### src/rtl/systolic_ws_controller.sv
// systolic_ws_controller: weight-stationary systolic array sequencer with input skew and output deskew
module systolic_ws_controller #(
  parameter int ARRWIDTH  = 8,
  parameter int ARRHEIGHT = 8,
  parameter int WORDWIDTH = 8,
  parameter int SA_LAT    = 8,
  parameter int CNTWIDTH  = 16
) (
  input  logic                            clk,
  input  logic                            reset,
  input  logic                            start,
  input  logic [CNTWIDTH-1:0]             num_vec,
  output logic                            busy,
  output logic                            done,
  input  logic                            w_valid,
  output logic                            w_ready,
  input  logic [WORDWIDTH*ARRWIDTH-1:0]   w_data,
  input  logic                            a_valid,
  output logic                            a_ready,
  input  logic [WORDWIDTH*ARRHEIGHT-1:0]  a_data,
  output logic                            sa_mode,
  output logic                            sa_w_shift,
  output logic [WORDWIDTH*ARRWIDTH-1:0]   sa_w_vec,
  output logic [WORDWIDTH*ARRHEIGHT-1:0]  sa_a_vec,
  input  logic [WORDWIDTH*4*ARRWIDTH-1:0] sa_ps_vec,
  output logic                            o_valid,
  output logic [WORDWIDTH*4*ARRWIDTH-1:0] o_data
);
  localparam int PW = WORDWIDTH * 4;
  localparam int TD = SA_LAT + ARRWIDTH;
  localparam int BW = $clog2(ARRHEIGHT + 1);
  localparam logic [BW-1:0] WLAST = BW'(ARRHEIGHT - 1);
  typedef enum logic [2:0] {IDLE, LOAD_W, STREAM, DRAIN, DONE} state_t;
  state_t state, nxt;
  logic [BW-1:0] wcnt;
  logic [CNTWIDTH-1:0] nv, acnt, outst;
  logic [TD-1:0] tag;
  logic w_beat, a_acc;
  always_comb begin
    busy = state != IDLE;
    done = state == DONE;
    w_ready = state == LOAD_W;
    a_ready = state == STREAM;
    sa_mode = state == STREAM || state == DRAIN;
    w_beat = w_valid && w_ready;
    a_acc = a_valid && a_ready;
    nxt = state;
    case (state)
      IDLE:    nxt = start ? LOAD_W : IDLE;
      LOAD_W:  nxt = !(w_beat && wcnt == WLAST) ? LOAD_W : nv == '0 ? DONE : STREAM;
      STREAM:  nxt = a_acc && acnt == nv - CNTWIDTH'(1) ? DRAIN : STREAM;
      DRAIN:   nxt = outst == '0 ? DONE : DRAIN;
      default: nxt = IDLE;
    endcase
  end
  always_ff @(posedge clk) state <= reset ? IDLE : nxt;
  always_ff @(posedge clk) begin
    if (reset) begin
      sa_w_shift <= 1'b0;
      sa_w_vec <= '0;
      wcnt <= '0;
      nv <= '0;
      acnt <= '0;
      outst <= '0;
      tag <= '0;
      o_valid <= 1'b0;
    end else begin
      sa_w_shift <= w_beat;
      if (w_beat) sa_w_vec <= w_data;
      wcnt <= state == IDLE ? '0 : wcnt + BW'(w_beat);
      if (start && state == IDLE) nv <= num_vec;
      acnt <= state == IDLE ? '0 : acnt + CNTWIDTH'(a_acc);
      outst <= outst + CNTWIDTH'(a_acc) - CNTWIDTH'(o_valid);
      tag <= {tag[TD-2:0], a_acc};
      o_valid <= tag[TD-1];
    end
  end
  for (genvar r = 0; r < ARRHEIGHT; r++) begin : g_skew
    logic [WORDWIDTH-1:0] sh [r+1];
    always_ff @(posedge clk) begin
      if (reset) begin
        for (int d = 0; d <= r; d++) sh[d] <= '0;
      end else begin
        sh[0] <= a_acc ? a_data[r*WORDWIDTH +: WORDWIDTH] : '0;
        for (int d = 1; d <= r; d++) sh[d] <= sh[d-1];
      end
    end
    assign sa_a_vec[r*WORDWIDTH +: WORDWIDTH] = sh[r];
  end
  for (genvar c = 0; c < ARRWIDTH; c++) begin : g_deskew
    localparam int D = ARRWIDTH - c;
    logic [PW-1:0] sh [D];
    always_ff @(posedge clk) begin
      if (reset) begin
        for (int d = 0; d < D; d++) sh[d] <= '0;
      end else begin
        sh[0] <= sa_ps_vec[c*PW +: PW];
        for (int d = 1; d < D; d++) sh[d] <= sh[d-1];
      end
    end
    assign o_data[c*PW +: PW] = sh[D-1];
  end
endmodule
### config.mk
export PLATFORM = sky130hd
export DESIGN_NAME = systolic_ws_controller
export DESIGN_NICKNAME = d
export VERILOG_FILES = /design/src/rtl/systolic_ws_controller.sv
export SDC_FILE = /design/constraint.sdc
export NUM_CORES = 2
export LEC_CHECK = 0
export CORE_ASPECT_RATIO = 0.8
export CORE_MARGIN = 1
export CORE_UTILIZATION = 29
export DETAILED_ROUTE_END_ITERATION = 8
export HOLD_SLACK_MARGIN = 0.1
export PLACE_DENSITY = 0.58
export SYNTH_ARGS = -nofsm -noshare
export SYNTH_HDL_FRONTEND = slang
export SYNTH_SLANG_ARGS = --single-unit
export TNS_END_PERCENT = 5
### constraint.sdc
create_clock -name clk -period 6.2 [get_ports clk]
set_input_delay 1.24 -clock clk [delete_from_list [all_inputs] [get_ports clk]]
set_output_delay 1.24 -clock clk [all_outputs]
set_load 0.01 [all_outputs]
==> impl_metrics.toml <==
[status]
status = "completed"

[cells_and_area]
layout-drive-gt1-share_pct = 6.25
most-common-layout-cells = "dfxtp_1, nor2b_1, clkdlybuf4s50_1, nand2_1, clkbuf_16"
regArea_um2 = 31600
layout.nets = 4992
syn_to_final_growth_pct = 30.9
fin_util_pct = 38.3
n_fill_cell = 15300
multiInputGateArea_um2 = 12100
mostFrequentLayoutCell = "dfxtp_1"

[detailed_routing]
num_vias = 25600
avgRoutedWirePerCell_um = 13.8
wirelength_um = 94100
final_antenna_net_count = 0
drt_pre_antenna_iters = 4
drt-vias-per-instance = 3.77
drt_iter0_markers = 1028
drc = 0

[yosys]
ys.warnings.count = 0
synth_area_per_cell_um2 = 11.6
synthTopCellsByArea = "dfxtp_1, nor2b_1, buf_4"
synth_top_area_share_pct = 68.7
ys_ff_latch = 1577
synthCells = 3972
ys.flop_type = "dfxtp_1"
ys_types = 53
syn_area_um2 = 45900
async_flop_share_pct = 0
synth-adder-area-share_pct = 0.806
synth_compound_area_share_pct = 1.58
ys_seq_area_share_pct = 68.7
synth_area_leader_cell = "dfxtp_1"
synth_edf_count = 0
synth_top_family_by_area = "simple AND/OR/NAND/NOR gates"
synth-simple-area-share_pct = 23.1
syn-num-nets = 4406
synth_mux_area_share_pct = 0.0490
synth-xor-area-share_pct = 0.763

[cts]
cts_num_sinks = 1577
h-tree-depth = 4
cts_root_buf = "clkbuf_16"
post_cts_buffers = 0
cts_buffers = 156
hold_buffers = 0
cts_buffer_depth = 3
ctsResizeCount = 0
cts.clk_slew.worst_paths_ns = 0.07
clkLatencyLatePin_ns = 0.77
cts_tree = "done"

[hold_path]
hold_class = "reg -> reg"
whs_path_depth = 1

[die]
core_um2 = 157000
rows = 130
initial_utilization_pct = 29.2
ios = 796
fp.dieArea_um2 = 160000
die_w_um = 447
die_y_um = 358

[global_route]
grt_max_degree = 222
grt_pass1_wl_um = 139000
antenna_found_initial = 25
grt_pass1_vias = 24200
grt-ovfl-total = 0
grt.total_usage_pct = 11.3

[setup_path]
end_kind = "output port"
worst-r2r-cell-count = 12
arrival_ns = 2.73
required_ns = 4.96
cp_num_buf_inv = 1
worst_setup_path_start_kind = "flip-flop"
path_max_fanout = 8
path_cells = "nor3b_1, clkdlybuf4s50_1"
critical_path_class = "reg -> out"
slowest_stage = "nor3b_1"
critPathMaxStageDelay_ns = 0.79
path_depth = 2
critPathTopFamily = "simple AND/OR/NAND/NOR gates"

[timing]
rsz0062_at_grt = "no"
drv_slew = 0
setup_viol_count_final = 0
fmaxAchievable_mhz = 252
worst_clock_skew_ns = 0.0638
min_period_ns = 3.97
hold_slack_ns = 0.380
worst_pin_slew_ns = 1.02
hold_viol = 0
tns_ns = 0
slew_headroom_pct = 31.8
finalCritPeriodShare_pct = 64.0

[pwr]
vdd_drop_max_mv = 0.247
power.leakage_uw = 0.0230
p_per_area_nw_per_um2 = 351

[place]
place_hpwl_um = 63500
gp_congestion = 0.768
io_buffers = 795

[run]
maxCapViolCount = 0
worst register-to-register path: cells and delay by family (launching register included):
family / cells / cell delay, ns
compound gates: 3 / 1.05
xor+xnor: 1 / 0.20
fa+ha+maj: 3 / 0.75
buf+inv: 2 / 0.11
flops: 1 / 0.39
simple gates: 3 / 0.51
Yosys cell counts (all sizes together), types with 3 or more instances:
cell type  count
dfxtp       1577
nor2b       1401
buf          202
clkbuf       187
nand2        177
a21oi         98
and2          72
nor2          47
inv           31
ha            28
xor2          21
xnor2         19
nor3          14
nand3         13
o21ai         10
nand4          6
nor3b          6
nor4           6
nand2b         5
nor4b          5
and3           4
o21bai         4
nand4bb        3
o211ai         3
o31ai          3
or3            3
cells by family after synthesis:
logic type / after synthesis
AO/OA/AOI/OAI: 131
XOR/XNOR: 40
buffers and inverters: 420
flip-flops: 1577
adder cells (fa/ha/maj): 29
multiplexers: 2
AND/OR/NAND/NOR: 1773
routing by layer:
metal	share of wire, %	up-vias	track usage, %
li1	-	13100	-
met1	40	11600	12.1
met2	49	630	19.7
met3	7.8	216	4.39
met4	3.2	38	4.81
met5	0.26	-	0
path summary, 6_finish.rpt:
path                                    start                                 to  slack [ns]
max reg2reg               state[2]$_SDFF_PP0_               outst[12]$_SDFF_PP0_        3.04
min          g_deskew[2].sh[0][73]$_SDFF_PP0_  g_deskew[2].sh[0][105]$_SDFF_PP0_        0.38
min reg2reg  g_deskew[2].sh[0][73]$_SDFF_PP0_  g_deskew[2].sh[0][105]$_SDFF_PP0_        0.38
max                       state[0]$_SDFF_PP0_                            w_ready        2.23
through the flow:
step	power, uW	instance area [um^2]	worst slack, ns	std cells
global placement	11500	54600	1.85	6512
floorplan	11100	45900	2.84	3972
CTS	21500	60100	2.07	6797
finish	21100	60100	2.23	6802
global route	22000	60100	2.07	6799
detailed placement	11600	54600	1.84	6512
final cells by class:
type	count	area share, %
flip-flops and latches	1577	52.5
multi-input cells	1975	20.1
repair buffers	817	13.7
well taps	2112	4.40
diodes	5	0.0208
inverters	31	0.194
clock buffers	217	7.44
clock inverters	68	1.68
sequential cells by signal, indices dropped and copies added, names as in the netlist:
name         cells
acnt            16
g_deskew.sh   1152
g_skew.sh      288
nv              16
o_valid          1
outst           16
sa_w_shift       1
sa_w_vec        64
state            3
tag             16
wcnt             4
power by group:
group / internal (uW) / switching [uW] / leakage [uW] / total [uW]
Combinational: 504 / 374 / 0.00744 / 878
Sequential: 10400 / 63.4 / 0.0128 / 10400
Clock: 5720 / 4070 / 0.00268 / 9780
(Power assumes the default switching activity.)
